==> src/rtl/ray_dispatcher_if.sv <==
// rtl/ray_dispatcher_if.sv - upstream ray-job handshake between ray generator and dispatcher
interface ray_dispatcher_if #(
    parameter int POSITION_WIDTH = 16,
    parameter int ADDRESS_WIDTH  = 32
);
    logic                           start;
    logic                           ready;
    logic [2:0][POSITION_WIDTH-1:0] rayQ;
    logic [2:0][POSITION_WIDTH-1:0] rayV;
    logic [ADDRESS_WIDTH-1:0]       pixelAddress;

    modport master (output start, output rayQ, output rayV, output pixelAddress, input ready);
    modport slave  (input start, input rayQ, input rayV, input pixelAddress, output ready);
endinterface

==> src/rtl/ray_dispatcher.sv <==
// rtl/ray_dispatcher.sv - N-way round-robin ray-job dispatcher with a job FIFO
module ray_dispatcher #(
    parameter int POSITION_WIDTH = 16,
    parameter int ADDRESS_WIDTH  = 32,
    parameter int NUM_UNITS      = 4,
    parameter int FIFO_DEPTH     = 4,
    parameter int COUNT_WIDTH    = 32
) (
    input  logic                           clock_i,
    input  logic                           reset_i,
    input  logic                           flush_i,
    ray_dispatcher_if.slave                job,
    output logic                           busy_o,
    input  logic [NUM_UNITS-1:0]           unitEnable_i,
    input  logic [NUM_UNITS-1:0]           unitReady_i,
    input  logic [NUM_UNITS-1:0]           unitBusy_i,
    output logic [NUM_UNITS-1:0]           unitStart_o,
    output logic [2:0][POSITION_WIDTH-1:0] unitRayQ_o,
    output logic [2:0][POSITION_WIDTH-1:0] unitRayV_o,
    output logic [ADDRESS_WIDTH-1:0]       unitPixelAddress_o,
    output logic [COUNT_WIDTH-1:0]         issuedCount_o
);
    localparam int PTR_W   = $clog2(FIFO_DEPTH);
    localparam int CNT_W   = PTR_W + 1;
    localparam int RR_W    = (NUM_UNITS > 1) ? $clog2(NUM_UNITS) : 1;
    localparam int ENTRY_W = 6 * POSITION_WIDTH + ADDRESS_WIDTH;

    logic [ENTRY_W-1:0]     mem_q [FIFO_DEPTH];
    logic [PTR_W-1:0]       wr_ptr_q, wr_ptr_d, rd_ptr_q, rd_ptr_d;
    logic [CNT_W-1:0]       count_q, count_d;
    logic [RR_W-1:0]        rr_ptr_q, rr_ptr_d;
    logic [COUNT_WIDTH-1:0] issued_q, issued_d;

    logic                   full, empty, accept, found, do_issue;
    logic [NUM_UNITS-1:0]   elig;
    logic [2*NUM_UNITS-1:0] elig_dbl;
    logic [RR_W-1:0]        offset, unit_k;
    logic [RR_W:0]          sum, nxt;

    assign full      = (count_q == CNT_W'(FIFO_DEPTH));
    assign empty     = (count_q == '0);
    assign job.ready = !full && !reset_i && !flush_i;
    assign accept    = job.start && job.ready;
    assign busy_o    = !empty || |(unitBusy_i & unitEnable_i);

    assign {unitRayQ_o, unitRayV_o, unitPixelAddress_o} = mem_q[rd_ptr_q];
    assign issuedCount_o = issued_q;

    // Rotating the doubled eligibility mask by rrPtr turns the wrap-around
    // search into a plain lowest-set-bit scan.
    assign elig     = unitReady_i & unitEnable_i;
    assign elig_dbl = {elig, elig} >> rr_ptr_q;

    always_comb begin
        found  = 1'b0;
        offset = '0;
        for (int i = 0; i < NUM_UNITS; i++) begin
            if (!found && elig_dbl[i]) begin
                found  = 1'b1;
                offset = RR_W'(i);
            end
        end
        sum = {1'b0, rr_ptr_q} + {1'b0, offset};
        if (sum >= (RR_W+1)'(NUM_UNITS)) begin
            sum = sum - (RR_W+1)'(NUM_UNITS);
        end
        unit_k = sum[RR_W-1:0];
        nxt    = {1'b0, unit_k} + (RR_W+1)'(1);
        if (nxt >= (RR_W+1)'(NUM_UNITS)) begin
            nxt = '0;
        end
    end

    assign do_issue    = !empty && !flush_i && !reset_i && found;
    assign unitStart_o = do_issue ? (NUM_UNITS'(1) << unit_k) : '0;

    always_comb begin
        wr_ptr_d = wr_ptr_q;
        rd_ptr_d = rd_ptr_q;
        count_d  = count_q;
        rr_ptr_d = rr_ptr_q;
        issued_d = issued_q;
        if (flush_i) begin
            wr_ptr_d = '0;
            rd_ptr_d = '0;
            count_d  = '0;
        end else begin
            if (accept) begin
                wr_ptr_d = wr_ptr_q + PTR_W'(1);
            end
            if (do_issue) begin
                rd_ptr_d = rd_ptr_q + PTR_W'(1);
                rr_ptr_d = nxt[RR_W-1:0];
                issued_d = issued_q + COUNT_WIDTH'(1);
            end
            count_d = count_q + CNT_W'(accept) - CNT_W'(do_issue);
        end
    end

    always_ff @(posedge clock_i) begin
        if (reset_i) begin
            wr_ptr_q <= '0;
            rd_ptr_q <= '0;
            count_q  <= '0;
            rr_ptr_q <= '0;
            issued_q <= '0;
        end else begin
            wr_ptr_q <= wr_ptr_d;
            rd_ptr_q <= rd_ptr_d;
            count_q  <= count_d;
            rr_ptr_q <= rr_ptr_d;
            issued_q <= issued_d;
        end
    end

    // Payload storage needs no reset; accept already excludes reset and flush.
    always_ff @(posedge clock_i) begin
        if (accept) begin
            mem_q[wr_ptr_q] <= {job.rayQ, job.rayV, job.pixelAddress};
        end
    end
endmodule

==> src/flat_wrapper.sv <==
// flat-port wrapper written by rule: the top's interface ports become plain ports
module ray_dispatcher_flat 
#(
    parameter int POSITION_WIDTH = 16,
    parameter int ADDRESS_WIDTH  = 32,
    parameter int NUM_UNITS      = 4,
    parameter int FIFO_DEPTH     = 4,
    parameter int COUNT_WIDTH    = 32
)
  (clock_i, reset_i, flush_i, busy_o, unitEnable_i, unitReady_i, unitBusy_i, unitStart_o, unitRayQ_o, unitRayV_o, unitPixelAddress_o, issuedCount_o, job_start, job_rayQ, job_rayV, job_pixelAddress, job_ready);
  ray_dispatcher_if #(.POSITION_WIDTH(POSITION_WIDTH), .ADDRESS_WIDTH(ADDRESS_WIDTH)) job_i ();
  input  logic clock_i;
  input  logic reset_i;
  input  logic flush_i;
  output logic busy_o;
  input  logic [NUM_UNITS-1:0] unitEnable_i;
  input  logic [NUM_UNITS-1:0] unitReady_i;
  input  logic [NUM_UNITS-1:0] unitBusy_i;
  output logic [NUM_UNITS-1:0] unitStart_o;
  output logic [2:0][POSITION_WIDTH-1:0] unitRayQ_o;
  output logic [2:0][POSITION_WIDTH-1:0] unitRayV_o;
  output logic [ADDRESS_WIDTH-1:0] unitPixelAddress_o;
  output logic [COUNT_WIDTH-1:0] issuedCount_o;
  input wire logic [$bits(job_i.start)-1:0] job_start;
  input wire logic [$bits(job_i.rayQ)-1:0] job_rayQ;
  input wire logic [$bits(job_i.rayV)-1:0] job_rayV;
  input wire logic [$bits(job_i.pixelAddress)-1:0] job_pixelAddress;
  output wire logic [$bits(job_i.ready)-1:0] job_ready;
  assign job_i.start = job_start;
  assign job_i.rayQ = job_rayQ;
  assign job_i.rayV = job_rayV;
  assign job_i.pixelAddress = job_pixelAddress;
  assign job_ready = job_i.ready;
  ray_dispatcher #(.POSITION_WIDTH(POSITION_WIDTH), .ADDRESS_WIDTH(ADDRESS_WIDTH), .NUM_UNITS(NUM_UNITS), .FIFO_DEPTH(FIFO_DEPTH), .COUNT_WIDTH(COUNT_WIDTH)) u_core (.clock_i(clock_i), .reset_i(reset_i), .flush_i(flush_i), .job(job_i), .busy_o(busy_o), .unitEnable_i(unitEnable_i), .unitReady_i(unitReady_i), .unitBusy_i(unitBusy_i), .unitStart_o(unitStart_o), .unitRayQ_o(unitRayQ_o), .unitRayV_o(unitRayV_o), .unitPixelAddress_o(unitPixelAddress_o), .issuedCount_o(issuedCount_o));
endmodule
==> config.mk <==
export PLATFORM = sky130hd
export DESIGN_NAME = ray_dispatcher_flat
export DESIGN_NICKNAME = d
export VERILOG_FILES = /design/src/rtl/ray_dispatcher_if.sv /design/src/rtl/ray_dispatcher.sv /design/src/flat_wrapper.sv
export SDC_FILE = /design/constraint.sdc
export NUM_CORES = 1
export LEC_CHECK = 0
export BUFFER_PORTS_ARGS = -buffer_cell sky130_fd_sc_hd__buf_2
export CAP_MARGIN = 5
export CORE_MARGIN = 4
export CORE_UTILIZATION = 60
export CTS_BUF_LIST = sky130_fd_sc_hd__clkbuf_16
export DETAILED_ROUTE_END_ITERATION = 10
export PLACE_DENSITY = 0.8
export SLEW_MARGIN = 20
export SYNTH_ARGS = -nofsm -noshare
export SYNTH_HDL_FRONTEND = slang
export SYNTH_SLANG_ARGS = --single-unit
==> constraint.sdc <==
create_clock -name clock_i -period 13.8 [get_ports clock_i]
set_input_delay 3.45 -clock clock_i [delete_from_list [all_inputs] [get_ports clock_i]]
set_output_delay 3.45 -clock clock_i [all_outputs]
set_load 0.03 [all_outputs]
==> results of run 1 <==
==> Yosys cell counts (11+ instances only) <==
| cell type | number |
|---|---|
| sky130_fd_sc_hd__nand3_1 | 11 |
| sky130_fd_sc_hd__nor2_1 | 21 |
| sky130_fd_sc_hd__or4_1 | 11 |
| sky130_fd_sc_hd__and2_1 | 11 |
| sky130_fd_sc_hd__buf_2 | 20 |
| sky130_fd_sc_hd__inv_1 | 11 |
| sky130_fd_sc_hd__o31ai_1 | 12 |
| sky130_fd_sc_hd__nand2_1 | 12 |
| sky130_fd_sc_hd__edfxtp_1 | 512 |
| sky130_fd_sc_hd__mux4_2 | 128 |
| sky130_fd_sc_hd__clkbuf_1 | 24 |
| sky130_fd_sc_hd__ha_1 | 12 |
| sky130_fd_sc_hd__dfxtp_1 | 43 |
| sky130_fd_sc_hd__a21oi_1 | 24 |
==> metrics by stage <==
step / total power, µW / setup slack [ns] / cell area, µm²
floorplan: 1950 / 5.41 / 20900
global placement: 2000 / 5.16 / 22900
detailed placement: 2000 / 5.11 / 22900
CTS: 3420 / 5.10 / 24600
global route: 3510 / 4.97 / 24600
finish: 3400 / 5.11 / 24600
==> cell type report <==
cell class	instances	area, µm²	share of cell area (%)
timing repair buffer	320	1640	6.66
clock inverter	43	408	1.66
sequential	555	16200	65.9
clock buffer	53	1330	5.38
antenna	7	17.5	0.0711
multi-input combinational	342	4390	17.8
inverter	11	41.3	0.168
tap	455	569	2.31
==> worst max-delay path, stage by stage <==
cell                       delay [ns]
sky130_fd_sc_hd__buf_2           0.13
sky130_fd_sc_hd__and2_1          0.19
sky130_fd_sc_hd__o311a_1         0.33
sky130_fd_sc_hd__o211ai_1        0.19
sky130_fd_sc_hd__ha_1            0.23
sky130_fd_sc_hd__xor2_1          0.22
sky130_fd_sc_hd__ha_1            0.17
sky130_fd_sc_hd__and2_1          0.13
sky130_fd_sc_hd__buf_2           0.20
==> cell usage in the layout (no fill, tap or decap), types with 3 or more instances in the layout <==
cell                         instances
sky130_fd_sc_hd__buf_2             309
sky130_fd_sc_hd__mux4_2            128
sky130_fd_sc_hd__bufinv_16           8
sky130_fd_sc_hd__clkinvlp_4          3
sky130_fd_sc_hd__nor4_1              9
sky130_fd_sc_hd__ha_1               12
sky130_fd_sc_hd__mux2_2              9
sky130_fd_sc_hd__nand4_1             6
sky130_fd_sc_hd__o2111ai_1           3
sky130_fd_sc_hd__clkinv_1           14
sky130_fd_sc_hd__o31ai_1            12
sky130_fd_sc_hd__clkinv_2           12
sky130_fd_sc_hd__a21oi_1            24
sky130_fd_sc_hd__nor2b_1             9
sky130_fd_sc_hd__and3_1              4
sky130_fd_sc_hd__and4_1              3
sky130_fd_sc_hd__and2_4              4
sky130_fd_sc_hd__and2_1              7
sky130_fd_sc_hd__inv_1              15
sky130_fd_sc_hd__nand2_1            12
sky130_fd_sc_hd__o21ai_0             9
sky130_fd_sc_hd__a22o_1              3
sky130_fd_sc_hd__diode_2             7
sky130_fd_sc_hd__edfxtp_1          512
sky130_fd_sc_hd__or3_1               9
sky130_fd_sc_hd__dfxtp_1            41
sky130_fd_sc_hd__nand3_1            11
sky130_fd_sc_hd__xnor2_1             7
sky130_fd_sc_hd__nor2_1             21
sky130_fd_sc_hd__or4_1              11
sky130_fd_sc_hd__clkbuf_16          53
sky130_fd_sc_hd__buf_4              10
==> sequential cells by signal (all words and copies together) (netlist names), named ones only <==
name	cells
u_core.count_q	3
u_core.mem_q	512
u_core.issuedCount_o	32
u_core.rr_ptr_q	2
u_core.wr_ptr_q	2
u_core.rd_ptr_q	2
==> kinds of logic after synthesis <==
family | Yosys count | share of synthesized area, %
DFF | 555 | 77.8
muxes | 139 | 14.4
buffers and inverters | 58 | 1.21
and+or+nand+nor | 114 | 3.21
adders and majority gates | 13 | 0.815
xor gates and xnor gates | 8 | 0.336
AOI/OAI and AO/OA | 68 | 2.23
==> power by group <==
group / internal (µW) / switching [µW] / total [µW] / leakage (µW)
Clock: 846 / 583 / 1430 / 0.000866
Combinational: 39.4 / 74.0 / 113 / 0.00246
Sequential: 1850 / 4.10 / 1850 / 0.00497
Total: 2740 / 661 / 3400 / 0.00830
==> per-layer routing <==
metal | routed length [µm] | share of wire, % | vias to the layer above
met3 | 3260 | 7.6 | 81
met2 | 21800 | 51 | 413
li1 | - | - | 4676
met1 | 16400 | 39 | 5391
met5 | 77 | 0.18 | -
met4 | 1080 | 2.5 | 14
==> path summary, 6_finish.rpt <==
kind,start,to
setup reg to reg,u_core.count_q[1],u_core.mem_q[2][94]
setup / recovery,unitEnable_i[2],unitStart_o[2]
hold reg to reg,u_core.issuedCount_o[18],u_core.issuedCount_o[18]
hold / removal,u_core.issuedCount_o[18],u_core.issuedCount_o[18]
==> qor.txt, run 1 <==
=====================================================================================
Status                                                                   finished, final reports clean
Last weighted congestion value of the routability-driven placer                 0.844
TritonRoute pass-1 iters                                                            5
Count of placed standard cells in the final layout, fillers left out             1786
Maximum number of pins on one net before global-route repair                       70
Floorplan die area                                                          37800 µm²
Class of the tightest hold or removal check                                reg -> reg
Reg clk slew, reported paths                                                  0.06 ns
Number of buffers inserted by hold repair at cts                                    0
Hold violation count in the final report                                            0
Site row count                                                                     68
Hold path cells                                                                     2
Main flop type after synthesis                                           sky130_fd_sc_hd__edfxtp_1
Max-slew violations                                                                 0
Actual transition at the worst max-transition pin                             1.01 ns
Clock period minus worst slack                                                8.69 ns
Setup CP Type                                                               in -> out
Global-route met1 utilization                                                   30.5%
Maximum count of clock buffers along a single path                                  3
Setup clock skew after layout                                               0.0106 ns
Core region area                                                            34500 µm²
Critical Path Source Type                                                primary input
R2R Setup Slk                                                                10.83 ns
Syn Std Cell Area                                                           20900 µm²
GR Layer Usage met3                                                             5.65%
Yosys top cell area share                                                       73.7%
Max_cap viols                                                                       0
Detailed-placement wirelength estimate                                       25800 µm
Global-route wire length before repair                                       65800 µm
Net count of the mapped netlist                                                  1112
Routed WL                                                                    42600 µm
Global-route met2 utilization                                                   37.1%
Starting Density                                                                60.6%
Port-buffer cells                                                                 309
Yosys top cell by area                                                   sky130_fd_sc_hd__edfxtp_1
Remaining antenna violation count                                                   0
FILL cells                                                                       2064
Peak supply drop                                                             0.109 mV
Area growth from synthesis to layout                                            18.1%
Post-synthesis area per instance                                             21.9 µm²
Tightest hold margin                                                         0.497 ns
CTS tree                                                                        built
Arrival time of the worst setup path                                          5.24 ns
RSZ-0062 raised after global routing                                               no
Slew Limit Headroom                                                             32.4%
Post-route DRC                                                                      0
Global routing usage summed across all routing layers                           22.5%
Worst Path Required                                                          10.35 ns
Clock latency on the worst-skew pair                                          0.56 ns
Final cell utilization of the core                                              71.5%
Vias per cell                                                                    5.92
Proportion of synthesized flip-flops having asynchronous set or reset              0%
Die extent in x                                                                194 µm
Leading post-synthesis cells by cell area                                sky130_fd_sc_hd__edfxtp_1 74%, sky130_fd_sc_hd__mux4_2 14%, sky130_fd_sc_hd__dfxtp_1 4.1%, sky130_fd_sc_hd__ha_1 0.72%, sky130_fd_sc_hd__a21oi_1 0.58%
Total grt overflow                                                                  0
Initial antenna violation count                                                    13
Layout cells sized above 1                                                      41.5%
Post CTS Setup Buffer Count                                                         0
Final setup violation count                                                         0
Count of routing violations after the opening detailed-route iteration            759
Distinct cell type count after synthesis                                           50
Power density of the placed cells                                          138 nW/µm²
Sequential area share after synthesis                                           77.8%
Post-CTS Resized                                                                    0
Top-level port count                                                              310
Total negative slack for setup checks                                            0 ns
Worst R2R Path Depth                                                                3
Number of clock buffers inserted by TritonCTS                                      52
Number of vias in the routed layout                                             10.6k
H-tree levels                                                                       2
Share of the clock period used by the worst path                                63.0%
Final-stage net count                                                            1439
Number of synthesized flops with an enable pin                                    512
Vert. Die Dim                                                                  194 µm
Sort of element at the end of the critical path                            output pin
Syn Inst Count                                                                    955
Detailed-route wire length per cell                                           23.9 µm
Total clock sinks                                                                 555
Flops & latches, synth                                                            555
Most congested layer reported by global routing                                  met2
Total leakage power                                                        0.00830 µW
Critical-path maximum fanout                                                        5
YS warnings                                                                         0
Number of global-route vias before repair                                       11.0k
Maximum operating frequency                                                   115 MHz
Cells after DPL                                                                  1682
CTS root buffer                                                          sky130_fd_sc_hd__clkbuf_16
=====================================================================================
(Power assumes the default switching activity.)
==> run 2, diff against run 1 <==
--- a/config.mk
+++ b/config.mk
@@ -8,10 +8,10 @@
 export BUFFER_PORTS_ARGS = -buffer_cell sky130_fd_sc_hd__buf_2
 export CAP_MARGIN = 5
 export CORE_MARGIN = 4
-export CORE_UTILIZATION = 60
+export CORE_UTILIZATION = 51
 export CTS_BUF_LIST = sky130_fd_sc_hd__clkbuf_16
 export DETAILED_ROUTE_END_ITERATION = 10
-export PLACE_DENSITY = 0.8
+export PLACE_DENSITY = 0.72
 export SLEW_MARGIN = 20
 export SYNTH_ARGS = -nofsm -noshare
 export SYNTH_HDL_FRONTEND = slang
==> constraint.sdc (replaced) <==
create_clock -name clock_i -period 7.9 [get_ports clock_i]
set_input_delay 1.975 -clock clock_i [delete_from_list [all_inputs] [get_ports clock_i]]
set_output_delay 1.975 -clock clock_i [all_outputs]
set_load 0.03 [all_outputs]
==> run 2 against run 1 <==
Compared with the run above:
- setup slack got worse by 3.0 ns
- flip-flop and latch count unchanged
- die area rose by 17%
==> qor.txt, run 2 (synthesis results as in run 1) <==
=====================================================================================
Layout cells sized above 1                                                      40.5%   -1.0 points
Floorplan die area                                                          44200 µm²   +17%
Site row count                                                                     73   +7.4%
Final cell utilization of the core                                              61.4%   -10 points
Count of routing violations after the opening detailed-route iteration            855   +13%
Slew Limit Headroom                                                             33.5%   +1.1 points
Sort of element at the end of the critical path                            output pin
Start point of the worst min-delay path                                  u_core.issuedCount_o[18]
Maximum number of pins on one net before global-route repair                      100   +43%
Max-slew violations                                                                 0   unchanged
Register name with the most flops                                        u_core.mem_q
Status                                                                   finished, final reports clean
RSZ-0062 raised after global routing                                               no
CTS tree                                                                        built
Final-stage net count                                                            1441   +0.14%
Number of vias in the routed layout                                             10.5k   -0.25%
Remaining antenna violation count                                                   0   unchanged
CTS root buffer                                                          sky130_fd_sc_hd__clkbuf_16
Port-buffer cells                                                                 309   unchanged
Vert. Die Dim                                                                  210 µm   +8.1%
Launch instance of the worst register-to-register path                   u_core.count_q[1]
Critical Path Source Type                                                primary input
Max_cap viols                                                                       0   unchanged
Peak supply drop                                                             0.141 mV   +29%
Final setup violation count                                                         0   unchanged
Routed WL                                                                    41600 µm   -2.3%
Total grt overflow                                                                  0   unchanged
Post CTS Setup Buffer Count                                                         0   unchanged
Total leakage power                                                        0.00828 µW   -0.21%
Most common cell after layout, fill and taps aside                       sky130_fd_sc_hd__edfxtp_1
Core region area                                                            40100 µm²   +16%
Largest register FFs                                                              512   unchanged
Global routing usage summed across all routing layers                           18.8%   -3.8 points
Critical-path maximum fanout                                                        5   unchanged
Class of the tightest hold or removal check                                reg -> reg
Vias per cell                                                                    5.68   -4.1%
Maximum operating frequency                                                   174 MHz
Worst Path Required                                                           5.93 ns   -4.42 ns
Area growth from synthesis to layout                                            18.1%   about the same
Number of global-route vias before repair                                       10.7k   -2.7%
Total negative slack for setup checks                                            0 ns   unchanged
Non-Filler Cell Area, Final                                                 24600 µm²   about the same
Post-CTS Resized                                                                    0   unchanged
Starting Density                                                                52.0%   -8.5 points
Post-route DRC                                                                      0   unchanged
Arrival time of the worst setup path                                          3.79 ns   -1.45 ns
Global-route wire length before repair                                       63900 µm   -2.9%
FILL cells                                                                       2800   +36%
Tightest hold margin                                                         0.506 ns   +0.00893 ns
Die extent in x                                                                210 µm   +8.1%
Setup clock skew after layout                                               0.0176 ns   +0.00699 ns
Combined area of the multi-input logic cells                                 4390 µm²   unchanged
Most used cells in the layout excluding fill and tap cells               512 x sky130_fd_sc_hd__edfxtp_1, 309 x sky130_fd_sc_hd__buf_2, 128 x sky130_fd_sc_hd__mux4_2, 55 x sky130_fd_sc_hd__clkbuf_16, 41 x sky130_fd_sc_hd__dfxtp_1
Last weighted congestion value of the routability-driven placer                 0.787   -6.8%
Number of clock buffers inserted by TritonCTS                                      54   +3.8%
Maximum count of clock buffers along a single path                                  3   unchanged
Crit path launch                                                         unitEnable_i[2]
Initial antenna violation count                                                     8   -5
Power density of the placed cells                                          233 nW/µm²   +69%
Clock period minus worst slack                                                5.76 ns
H-tree levels                                                                       2   unchanged
Detailed-placement wirelength estimate                                       25500 µm   -1.0%
Hold violation count in the final report                                            0   unchanged
Total clock sinks                                                                 555   unchanged
Area taken by flip-flops and latches                                        16200 µm²   unchanged
Top-level port count                                                              310   unchanged
Share of the clock period used by the worst path                                72.9%
Post-Place Cell Area                                                        23000 µm²   +0.55%
TritonRoute pass-1 iters                                                            5   unchanged
Reg clk slew, reported paths                                                  0.06 ns   about the same
Actual transition at the worst max-transition pin                            0.998 ns   -0.0159 ns
Number of buffers inserted by hold repair at cts                                    0   unchanged
Clock latency on the worst-skew pair                                          0.59 ns   +0.03 ns
Sum of internal, switching and leakage power                                  5740 µW   +69%
Detailed-route wire length per cell                                           22.4 µm   -6.1%
Setup CP Type                                                               in -> out
=====================================================================================
==> run 2: changes by cell type in the layout (fill, tap and decap cells not counted) <==
cell,change
sky130_fd_sc_hd__bufinv_16,-7
sky130_fd_sc_hd__buf_16,+1
sky130_fd_sc_hd__inv_6,-2
sky130_fd_sc_hd__buf_4,-3
sky130_fd_sc_hd__clkbuf_16,+2
sky130_fd_sc_hd__diode_2,-2
sky130_fd_sc_hd__clkinv_1,+3
sky130_fd_sc_hd__clkinv_2,-7
sky130_fd_sc_hd__buf_12,+2
sky130_fd_sc_hd__clkinvlp_2,+1
sky130_fd_sc_hd__clkinv_8,+2
sky130_fd_sc_hd__inv_1,+12
sky130_fd_sc_hd__clkinvlp_4,-1
==> run 2: stage by stage <==
stage	instances	worst slack [ns]
2_1_floorplan	955	1.63
3_3_place_gp	1752	2.21
3_5_place_dp	1752	2.17
4_1_cts	1851	2.16
5_1_grt	1853	1.94
6_report	1857	2.14
==> run 2: area by class of cell <==
class	count	area share [%]
inverter	11	0.168
clock inverter	44	0.939
tap	525	2.67
timing repair buffer	320	6.85
antenna	5	0.0508
clock buffer	55	5.59
multi-input combinational	342	17.8
sequential	555	65.9
==> run 2: routing by layer <==
layer  up-vias  wire length (µm)  GRT usage, %
met3        70              3700          5.85
met5         -                69             0
li1       4687                 -             -
met4        12               791          4.73
met2       416             20300          29.5
met1      5364             16800          26.2
==> run 2: worst max-delay path, stage by stage <==
cell and delay [ns]:
sky130_fd_sc_hd__buf_2 0.13, sky130_fd_sc_hd__and2_1 0.20, sky130_fd_sc_hd__o311a_1 0.34, sky130_fd_sc_hd__o211ai_1 0.22, sky130_fd_sc_hd__ha_1 0.24, sky130_fd_sc_hd__xor2_1 0.22, sky130_fd_sc_hd__ha_1 0.18, sky130_fd_sc_hd__and2_1 0.11
sky130_fd_sc_hd__buf_2 0.19
==> run 2: worst paths after layout <==
kind / slack (ns) / cells after the start / end
worst min register to register: 0.51 / 2 / u_core.issuedCount_o[18]
worst max-delay path: 2.14 / 9 / unitStart_o[3]
worst max register to register: 5.22 / 3 / u_core.mem_q[3][60]
worst min-delay path: 0.51 / 2 / u_core.issuedCount_o[18]
==> run 2: report_power, final <==
group	total [µW]	switching (µW)	leakage [µW]	internal (µW)
logic	198	129	0.00247	69.1
registers	3240	6.43	0.00497	3230
clock network	2310	1020	0.000838	1290
